===== config.mk =====
export PLATFORM = sky130hd
export DESIGN_NAME = serial_shifter_flat
export DESIGN_NICKNAME = d
export VERILOG_FILES = /design/src/rtl/serial_shifter_if.sv /design/src/rtl/serial_shifter.sv /design/src/flat_wrapper.sv
export SDC_FILE = /design/constraint.sdc
export NUM_CORES = 1
export LEC_CHECK = 0
export CORE_UTILIZATION = 54
export CTS_CLUSTER_DIAMETER = 200
export CTS_CLUSTER_SIZE = 25
export DETAILED_ROUTE_END_ITERATION = 16
export GPL_TIMING_DRIVEN = 0
export HOLD_SLACK_MARGIN = 0.1
export PLACE_DENSITY = 0.9
export SLEW_MARGIN = 20
export SYNTH_ARGS = -nofsm -noshare
export SYNTH_HDL_FRONTEND = slang
export SYNTH_SLANG_ARGS = --single-unit

===== constraint.sdc =====
create_clock -name clk -period 3.95 [get_ports clk]
set_input_delay 0.9875 -clock clk [delete_from_list [all_inputs] [get_ports clk]]
set_output_delay 0.9875 -clock clk [all_outputs]
set_load 0.03 [all_outputs]

===== src/rtl/serial_shifter_if.sv =====
// Command/result bundle for the bit-serial shift/rotate engine.
// The controller drives the command fields; the engine returns status and held results.
interface serial_shifter_if;
    logic       start;
    logic [7:0] data;
    logic [2:0] bitcount;
    logic       dir;
    logic       sh_roBar;
    logic       busy;
    logic       done;
    logic [7:0] out;
    logic       c;
    logic       z;

    modport master (
        output start, data, bitcount, dir, sh_roBar,
        input  busy, done, out, c, z
    );

    modport slave (
        input  start, data, bitcount, dir, sh_roBar,
        output busy, done, out, c, z
    );
endinterface


===== src/rtl/serial_shifter.sv =====
// Bit-serial 8-bit shift/rotate engine: one bit position per clock, start/done handshake,
// result/carry/zero held between commands.
module serial_shifter (
    input  logic              clk,
    input  logic              rst,
    serial_shifter_if.slave   bus
);
    typedef enum logic [1:0] {IDLE, SHIFT, DONE} state_t;

    state_t     state, state_d;
    logic [7:0] work, work_d;
    logic [2:0] cnt, cnt_d;
    logic       cw, cw_d;
    logic       dir_q, dir_d;
    logic       sh_q, sh_d;
    logic       res_we;
    logic [7:0] out_q;
    logic       c_q;
    logic       z_q;
    logic       fill;

    always_comb begin
        state_d = state;
        work_d  = work;
        cnt_d   = cnt;
        cw_d    = cw;
        dir_d   = dir_q;
        sh_d    = sh_q;
        res_we  = 1'b0;
        fill    = 1'b0;

        case (state)
            IDLE, DONE: begin
                state_d = IDLE;
                if (bus.start) begin
                    work_d = bus.data;
                    cnt_d  = bus.bitcount;
                    cw_d   = 1'b0;
                    dir_d  = bus.dir;
                    sh_d   = bus.sh_roBar;
                    if (bus.bitcount == 3'd0) begin
                        state_d = DONE;
                        res_we  = 1'b1;
                    end else begin
                        state_d = SHIFT;
                    end
                end
            end
            SHIFT: begin
                if (dir_q) begin
                    fill   = sh_q ? 1'b0 : work[0];
                    cw_d   = work[0];
                    work_d = {fill, work[7:1]};
                end else begin
                    fill   = sh_q ? 1'b0 : work[7];
                    cw_d   = work[7];
                    work_d = {work[6:0], fill};
                end
                cnt_d = cnt - 3'd1;
                if (cnt == 3'd1) begin
                    state_d = DONE;
                    res_we  = 1'b1;
                end
            end
            default: state_d = IDLE;
        endcase
    end

    // Results are captured on the edge entering DONE so they are visible with the done pulse.
    always_ff @(posedge clk) begin
        if (rst) begin
            state <= IDLE;
            work  <= '0;
            cnt   <= '0;
            cw    <= 1'b0;
            dir_q <= 1'b0;
            sh_q  <= 1'b0;
            out_q <= '0;
            c_q   <= 1'b0;
            z_q   <= 1'b1;
        end else begin
            state <= state_d;
            work  <= work_d;
            cnt   <= cnt_d;
            cw    <= cw_d;
            dir_q <= dir_d;
            sh_q  <= sh_d;
            if (res_we) begin
                out_q <= work_d;
                c_q   <= cw_d;
                z_q   <= (work_d == 8'h00);
            end
        end
    end

    always_comb begin
        bus.busy = (state == SHIFT);
        bus.done = (state == DONE);
        bus.out  = out_q;
        bus.c    = c_q;
        bus.z    = z_q;
    end
endmodule


===== src/flat_wrapper.sv =====
// flat-port wrapper written by rule: the top's interface ports become plain ports
module serial_shifter_flat 
  (clk, rst, bus_start, bus_data, bus_bitcount, bus_dir, bus_sh_roBar, bus_busy, bus_done, bus_out, bus_c, bus_z);
  serial_shifter_if bus_i ();
  input  logic clk;
  input  logic rst;
  input wire logic [$bits(bus_i.start)-1:0] bus_start;
  input wire logic [$bits(bus_i.data)-1:0] bus_data;
  input wire logic [$bits(bus_i.bitcount)-1:0] bus_bitcount;
  input wire logic [$bits(bus_i.dir)-1:0] bus_dir;
  input wire logic [$bits(bus_i.sh_roBar)-1:0] bus_sh_roBar;
  output wire logic [$bits(bus_i.busy)-1:0] bus_busy;
  output wire logic [$bits(bus_i.done)-1:0] bus_done;
  output wire logic [$bits(bus_i.out)-1:0] bus_out;
  output wire logic [$bits(bus_i.c)-1:0] bus_c;
  output wire logic [$bits(bus_i.z)-1:0] bus_z;
  assign bus_i.start = bus_start;
  assign bus_i.data = bus_data;
  assign bus_i.bitcount = bus_bitcount;
  assign bus_i.dir = bus_dir;
  assign bus_i.sh_roBar = bus_sh_roBar;
  assign bus_busy = bus_i.busy;
  assign bus_done = bus_i.done;
  assign bus_out = bus_i.out;
  assign bus_c = bus_i.c;
  assign bus_z = bus_i.z;
  serial_shifter u_core (.clk(clk), .rst(rst), .bus(bus_i));
endmodule

==> results of run 1 <==
[placed cells by master (no fill, tap or decap), types with 3 or more instances in the layout]
| master | n |
|---|---|
| nor2_1 | 27 |
| buf_4 | 4 |
| clkbuf_1 | 4 |
| a21oi_1 | 10 |
| o21ai_0 | 9 |
| clkdlybuf4s50_1 | 26 |
| a221oi_1 | 3 |
| inv_1 | 4 |
| nand2_1 | 20 |
| o211ai_1 | 4 |
| a211oi_1 | 6 |
| nand3_1 | 3 |
| mux2i_1 | 14 |
| dfxtp_1 | 26 |
| and3b_1 | 3 |
| clkbuf_4 | 3 |
[cell type report]
| class | instances | area [µm²] |
|---|---|---|
| Buffer | 11 | 72.6 |
| Fill cell | 206 | 737 |
| Multi-Input combinational cell | 127 | 795 |
| Clock buffer | 4 | 36.3 |
| Timing Repair Buffer | 26 | 260 |
| Inverter | 5 | 18.8 |
| Sequential cell | 26 | 520 |
| Tap cell | 30 | 37.5 |
[through the flow]
stage	setup WS (ns)	util	hold slack (ns)	power (µW)
after global placement	1.26	0.688	0.442	457
final	1.08	0.703	0.460	601
after CTS	1.11	0.703	0.463	597
after global routing	1.02	0.703	0.493	625
after detailed placement	1.23	0.688	0.444	463
after floorplan	1.79	-	0.445	409
[worst paths after layout]
| kind | from | to | slack [ns] | depth (start not counted) |
|---|---|---|---|---|
| setup / recovery | u_core.state[0]$_SDFFE_PP0P_ | bus_busy | 1.08 | 3 |
| hold / removal | u_core.bus.out[5]$_SDFFE_PP0P_ | u_core.bus.out[5]$_SDFFE_PP0P_ | 0.46 | 2 |
| setup reg to reg | u_core.cnt[0]$_SDFFE_PP0P_ | u_core.bus.out[0]$_SDFFE_PP0P_ | 2.16 | 6 |
| hold reg to reg | u_core.bus.out[5]$_SDFFE_PP0P_ | u_core.bus.out[5]$_SDFFE_PP0P_ | 0.46 | 2 |
[cells in the mapped netlist]
library cell,instances,area share
nor2b_1,2,0.0089
a2bb2oi_1,2,0.012
a41o_1,1,0.0071
a22oi_1,1,0.0053
a211oi_1,6,0.032
and2b_2,2,0.012
or4_1,1,0.0053
ha_1,2,0.018
a221oi_1,3,0.019
nor4_4,1,0.015
or2b_2,1,0.0062
dfxtp_1,26,0.37
and3_2,1,0.0053
o32ai_1,1,0.0062
a22o_1,1,0.0062
mux2i_1,14,0.10
o22a_1,1,0.0062
and2_2,1,0.0053
nand3_1,3,0.011
a21oi_1,10,0.036
buf_4,4,0.021
o21ai_0,9,0.032
or3_4,1,0.0080
inv_1,4,0.011
buf_2,1,0.0036
buf_6,2,0.016
o311ai_0,1,0.0062
nand2_1,20,0.053
o211ai_1,4,0.021
nor3_1,2,0.0071
nor2_1,27,0.072
nor3b_1,1,0.0053
o22ai_1,1,0.0045
nor4_1,1,0.0045
a21o_2,1,0.0062
clkbuf_1,4,0.011
clkinv_1,1,0.0027
and3b_1,3,0.019
nand2b_1,2,0.0089
[worst register-to-register path, cell delays in order (launching register included)]
cell      delay [ns]
dfxtp_1         0.41
ha_1            0.16
or2b_2          0.31
o22ai_1         0.26
buf_2           0.29
nor2_1          0.07
a211oi_1        0.21
[power groups by stage]
stage,Clock (µW),Sequential (µW),Combinational (µW)
after CTS,137,301,159
after floorplan,0,311,97.3
after global placement,0,306,151
final,139,303,159
after detailed placement,0,307,156
after global routing,145,305,175
[cell families (layout without fill, tap and decap cells)]
logic type / count (synthesis) / count (layout) / share of synthesized area
mux: 14 / 14 / 0.0996
flops: 26 / 26 / 0.370
buf+inv: 16 / 46 / 0.0649
compound gates: 42 / 42 / 0.200
simple gates: 69 / 69 / 0.247
fa+ha+maj: 2 / 2 / 0.0178
[state kept, by name, indices dropped and copies added (netlist names)]
register and count:
u_core.bus.z 1, u_core.sh_q 1, u_core.work 8, u_core.bus.out 8
u_core.dir_q 1, u_core.cw 1, u_core.state 2, u_core.bus.c 1
u_core.cnt 3
[routing by layer]
metal  routed length, µm  vias to the layer above  part of all wire  global-route usage
li1                    -                      662                 -                   -
met1                1530                      635              0.43               0.336
met2                1730                       43              0.49               0.473
met3                 198                       11             0.056              0.0431
met4                  62                        0             0.018               0.110
met5                   0                        -                 0                   0
==> summary.md, run 1 <==
| Metric | Value |
|---|---|
| Status | `complete, no violations` |
| GPL Wtd Cong | `0.902` |
| P_int | `410 µW` |
| CP Launch Type | `flop` |
| Leak | `0.000661 µW` |
| Final wirelength | `3520 µm` |
| Height of the die | `53.0 µm` |
| Worst ir drop on vdd | `0.000293 V` |
| Max-slew violations | `0` |
| Nets@finish | `218` |
| I/O pin cnt | `28` |
| GRT Residual Overflow | `0` |
| HPWL Detailed | `2550 µm` |
| Seq cells post-synth | `26` |
| Total negative slack | `0 ns` |
| Port bufs | `26` |
| Final period utilization | `0.727` |
| Detailed-route DRC error count | `0` |
| Switching Fraction | `0.317` |
| Maximum level of the CTS H-tree | `1` |
| CP Buf/Inv Count | `2` |
| Die width | `53.0 µm` |
| CTS tree | `done` |
| WP data required | `2.96 ns` |
| Via count | `1351` |
| Layout area overhead | `23.8%` |
| Initial core utilization | `0.568` |
| Critical path's top delay family | `buffers and inverters` |
| Layout cell share with drive strength beyond 1 | `0.0955` |
| Max Root-Sink Buffers | `2` |
| Post-Syn Instances | `169` |
| Clk root buf | `clkbuf_4` |
| Vias per Instance | `5.90` |
| Worst slew pin tran | `0.602 ns` |
| Placed Area | `1700 µm²` |
| Net count after synthesis | `187` |
| Post-placement cell count | `225` |
| CP max stage cell | `clkdlybuf4s50_1` |
| Vias in the first global route | `1259` |
| Power density over the cells | `345 nW/µm²` |
| Final hold violations | `0` |
| RSZ-0062 raised after global routing | `no` |
| P_sw | `190 µW` |
| Largest net degree at the start of global routing | `15` |
| Worst Skew | `0.00281 ns` |
| Remaining antenna violation count | `0` |
| Critical path type | `reg2out` |
| TritonCTS Buffers | `3` |
| Worst-skew pair later-pin latency | `0.33 ns` |
| Yosys Warn Count | `0` |
| Critical Path End Type | `output pin` |
| Critical path data arrival time | `1.88 ns` |
| Yosys cell types | `39` |
| Cell row count | `18` |
| Hold WC Path Type | `reg2reg` |
| Cell breakdown of the critical path | `nand2b_1, inv_1, clkdlybuf4s50_1` |
| Avg WL per Cell | `15.4 µm` |
| First-pass GRT wire length | `5530 µm` |
| Drt first pass iters | `4` |
| Clk sinks | `26` |
| Design Area, Final | `1740 µm²` |
| Initial antenna violation count | `0` |
| Register area share after synthesis | `0.370` |
| Max cap viols | `0` |
| Max Clock Freq | `348 MHz` |
| Iter 0 DRT Violations | `33` |
| Diodes inserted | `0` |
| Post_cts resized | `0` |
| Syn avg cell area | `8.32 µm²` |
| Comb pwr share | `0.265` |
| DIE AREA | `2810 µm²` |
| Post-Syn Area | `1410 µm²` |
| Crit path time final | `2.87 ns` |
| Clock transition at path regs | `0.14 ns` |
| CP max stage delay | `0.71 ns` |
| Final Non-Filler Cells | `229` |
| Post-CTS Setup Bufs | `0` |
| Relative slew slack | `0.596` |
| Clock network power share | `0.231` |
| CTS Hold Bufs | `0` |
| Crit-path max FO | `6` |
| Final setup violating endpoints | `0` |
| All-Layer GR Usage | `0.274` |
| Core area | `2480 µm²` |
| Seq pwr share | `0.504` |
Note: power is estimated with default switching activity, not from simulation.
==> run 2: changes to the inputs <==
--- a/config.mk
+++ b/config.mk
@@ -5,13 +5,13 @@
 export SDC_FILE = /design/constraint.sdc
 export NUM_CORES = 1
 export LEC_CHECK = 0
-export CORE_UTILIZATION = 54
+export CORE_UTILIZATION = 46
 export CTS_CLUSTER_DIAMETER = 200
 export CTS_CLUSTER_SIZE = 25
 export DETAILED_ROUTE_END_ITERATION = 16
 export GPL_TIMING_DRIVEN = 0
 export HOLD_SLACK_MARGIN = 0.1
-export PLACE_DENSITY = 0.9
+export PLACE_DENSITY = 0.82
 export SLEW_MARGIN = 20
 export SYNTH_ARGS = -nofsm -noshare
 export SYNTH_HDL_FRONTEND = slang
==> constraint.sdc (replaced) <==
create_clock -name clk -period 2.48 [get_ports clk]
set_input_delay 0.62 -clock clk [delete_from_list [all_inputs] [get_ports clk]]
set_output_delay 0.62 -clock clk [all_outputs]
set_load 0.03 [all_outputs]
==> run 2 against run 1 <==
The run now ends with DRC left. Critical path depth stayed put. Routed wire length down 3.2%. Via count shrank 3.3%. Clock-buffer cell count shrank 1.
==> summary.md, run 2 (synthesis results as in run 1) <==
| Metric | Value |
|---|---|
| Switching Fraction | `0.295 (was 0.317)` |
| First-pass GRT wire length | `5730 µm (was 5530 µm)` |
| GRT Residual Overflow | `0 (unchanged)` |
| Vias per Instance | `5.68 (was 5.90)` |
| Detailed-route DRC error count | `2 (was 0)` |
| Critical path's top delay family | `buffers and inverters (unchanged)` |
| Util after Layout | `0.621 (was 0.703)` |
| Port bufs | `26 (unchanged)` |
| Hold WC Path Type | `reg2reg (unchanged)` |
| Worst ir drop on vdd | `0.000358 V (was 0.000293 V)` |
| Final period utilization | `0.944` |
| Most frequent cells in the layout | `nor2_1, dfxtp_1, clkdlybuf4s50_1, nand2_1, mux2i_1 (was nor2_1, clkdlybuf4s50_1, dfxtp_1, nand2_1, mux2i_1)` |
| Crit-path max FO | `10 (was 6)` |
| DIE AREA | `3280 µm² (was 2810 µm²)` |
| Core area | `2830 µm² (was 2480 µm²)` |
| Largest net degree at the start of global routing | `16 (was 15)` |
| Total negative slack | `0 ns (unchanged)` |
| Worst-skew pair later-pin latency | `0.33 ns (about the same)` |
| Critical Path Stages | `3 (unchanged)` |
| Critical Path End Type | `output pin (unchanged)` |
| Diodes inserted | `0 (unchanged)` |
| CP max stage delay | `0.69 ns (was 0.71 ns)` |
| Clock transition at path regs | `0.15 ns (was 0.14 ns)` |
| Clk sinks | `26 (unchanged)` |
| Crit. Startpoint | `u_core.state[0]$_SDFFE_PP0P_ (unchanged)` |
| Layout area overhead | `24.9% (was 23.8%)` |
| Maximum level of the CTS H-tree | `1 (unchanged)` |
| Initial antenna violation count | `0 (unchanged)` |
| HPWL Detailed | `2540 µm (was 2550 µm)` |
| Final wirelength | `3400 µm (was 3520 µm)` |
| Relative slew slack | `0.609 (was 0.596)` |
| Max cap viols | `0 (unchanged)` |
| Seq pwr share | `0.468 (was 0.504)` |
| Hold WS | `0.465 ns (was 0.460 ns)` |
| Cell row count | `19 (was 18)` |
| Max-slew violations | `0 (unchanged)` |
| CP Buf/Inv Count | `2 (unchanged)` |
| Remaining antenna violation count | `0 (unchanged)` |
| Avg WL per Cell | `14.8 µm (was 15.4 µm)` |
| Nets@finish | `218 (unchanged)` |
| Reg2reg start | `u_core.cnt[0]$_SDFFE_PP0P_ (unchanged)` |
| Initial core utilization | `0.497 (was 0.568)` |
| CTS tree | `done (unchanged)` |
| Violated checks | `DRC` |
| Clock network power share | `0.290 (was 0.231)` |
| All-Layer GR Usage | `0.223 (was 0.274)` |
| Critical path data arrival time | `1.72 ns (was 1.88 ns)` |
| Comb pwr share | `0.243 (was 0.265)` |
| Worst setup endpoint | `bus_done (was bus_busy)` |
| Status | `complete, but fails checks (was complete, no violations)` |
| Commonest non-fill, non-tap cell in the layout | `nor2_1 (unchanged)` |
| Worst slew pin tran | `0.582 ns (was 0.602 ns)` |
| TritonCTS Buffers | `3 (unchanged)` |
| Die width | `57.3 µm (was 53.0 µm)` |
| P_sw | `304 µW (was 190 µW)` |
| R2R cell count | `6 (unchanged)` |
| Post-CTS Setup Bufs | `0 (unchanged)` |
| # fillers | `250 (was 206)` |
| Cell breakdown of the critical path | `buf_4, nor2_1, clkdlybuf4s50_1 (was nand2b_1, inv_1, clkdlybuf4s50_1)` |
| Clk root buf | `clkbuf_4 (unchanged)` |
| Max Root-Sink Buffers | `2 (unchanged)` |
| CP max stage cell | `clkdlybuf4s50_1 (unchanged)` |
| P_int | `726 µW (was 410 µW)` |
| Layout cell share with drive strength beyond 1 | `0.0955 (unchanged)` |
| Final setup violating endpoints | `0 (unchanged)` |
| Critical path type | `reg2out (unchanged)` |
| Crit path time final | `2.34 ns` |
| Vias in the first global route | `1278 (was 1259)` |
| Power density over the cells | `587 nW/µm² (was 345 nW/µm²)` |
| I/O pin cnt | `28 (unchanged)` |
| Final hold violations | `0 (unchanged)` |
| CP Launch Type | `flop (unchanged)` |
| GPL Wtd Cong | `0.934 (was 0.902)` |
| RSZ-0062 raised after global routing | `no (unchanged)` |
| Worst Skew | `0.0104 ns (was 0.00281 ns)` |
| WP data required | `1.86 ns (was 2.96 ns)` |
| Total power | `1030 µW (was 601 µW)` |
| Height of the die | `57.3 µm (was 53.0 µm)` |
| Via count | `1306 (was 1351)` |
| Area of the multi-input gates | `795 µm² (unchanged)` |
| Crit Reg-Reg Endpoint | `u_core.bus.out[5]$_SDFFE_PP0P_ (was u_core.bus.out[0]$_SDFFE_PP0P_)` |
| Iter 0 DRT Violations | `56 (was 33)` |
| Max Clock Freq | `427 MHz` |
| FF-to-FF setup slack | `0.66 ns (was 2.16 ns)` |
| Register area | `520 µm² (unchanged)` |
| Drt first pass iters | `10 (was 4)` |
| Leak | `0.000671 µW (was 0.000661 µW)` |
[run 2: layout make-up]
| class | instances | share of cell area |
|---|---|---|
| Clock buffer | 3 | 0.0128 |
| Buffer | 11 | 0.0413 |
| Multi-Input combinational cell | 127 | 0.452 |
| Inverter | 5 | 0.0107 |
| Clock inverter | 1 | 0.0171 |
| Sequential cell | 26 | 0.296 |
| Timing Repair Buffer | 26 | 0.147 |
| Tap cell | 31 | 0.0221 |
[run 2: worst reg2reg max path: cells and delay by family, from the launching register on]
kind / cells / cell delay (ns)
simple gates: 1 / 0.32
buf+inv: 1 / 0.29
compound gates: 3 / 0.57
fa+ha+maj: 1 / 0.16
flops: 1 / 0.42
[run 2: routing by layer]
layer  part of all wire  global-route usage  wire [µm]  vias up
li1                   -                   -          -      661
met1               0.48               0.295       1630      613
met2               0.47               0.370       1610       28
met3              0.040              0.0249        135        4
met4             0.0091              0.0941         31        0
met5                  0                   0          0        -
[run 2: how the worst min path moves through the flow]
| stage | start | to | slack (ns) | cells past startpoint |
|---|---|---|---|---|
| 6_report | u_core.bus.out[2]$_SDFFE_PP0P_ | u_core.bus.out[2]$_SDFFE_PP0P_ | 0.46 | 2 |
| 3_3_place_gp | u_core.bus.out[1]$_SDFFE_PP0P_ | u_core.bus.out[1]$_SDFFE_PP0P_ | 0.44 | 2 |
| 3_5_place_dp | u_core.bus.out[2]$_SDFFE_PP0P_ | u_core.bus.out[2]$_SDFFE_PP0P_ | 0.45 | 2 |
| 5_1_grt | u_core.bus.out[6]$_SDFFE_PP0P_ | u_core.bus.out[6]$_SDFFE_PP0P_ | 0.50 | 2 |
| 4_1_cts | u_core.bus.out[2]$_SDFFE_PP0P_ | u_core.bus.out[2]$_SDFFE_PP0P_ | 0.47 | 2 |
| 2_1_floorplan | u_core.sh_q$_SDFFE_PP0P_ | u_core.sh_q$_SDFFE_PP0P_ | 0.45 | 2 |
[run 2: per-stage QoR]
stage	cells	cell area, µm²	worst slack [ns]
floorplan	169	1410	0.688
global placement	226	1710	0.165
detailed placement	226	1710	0.148
CTS	230	1760	0.132
global route	230	1760	0.0856
finish	230	1760	0.139
[run 2: power groups by stage]
stage / registers, µW / logic, µW / clock network (µW)
6_report: 482 / 250 / 299
5_1_grt: 486 / 276 / 312
2_1_floorplan: 496 / 155 / 0
4_1_cts: 480 / 249 / 302
3_5_place_dp: 489 / 248 / 0
3_3_place_gp: 486 / 241 / 0
[run 2: timing repair]
action / in CTS / in global routing
resized for setup: 1 / 0
hold buffers: 0 / 0
setup endpoints to repair: 1 / 0
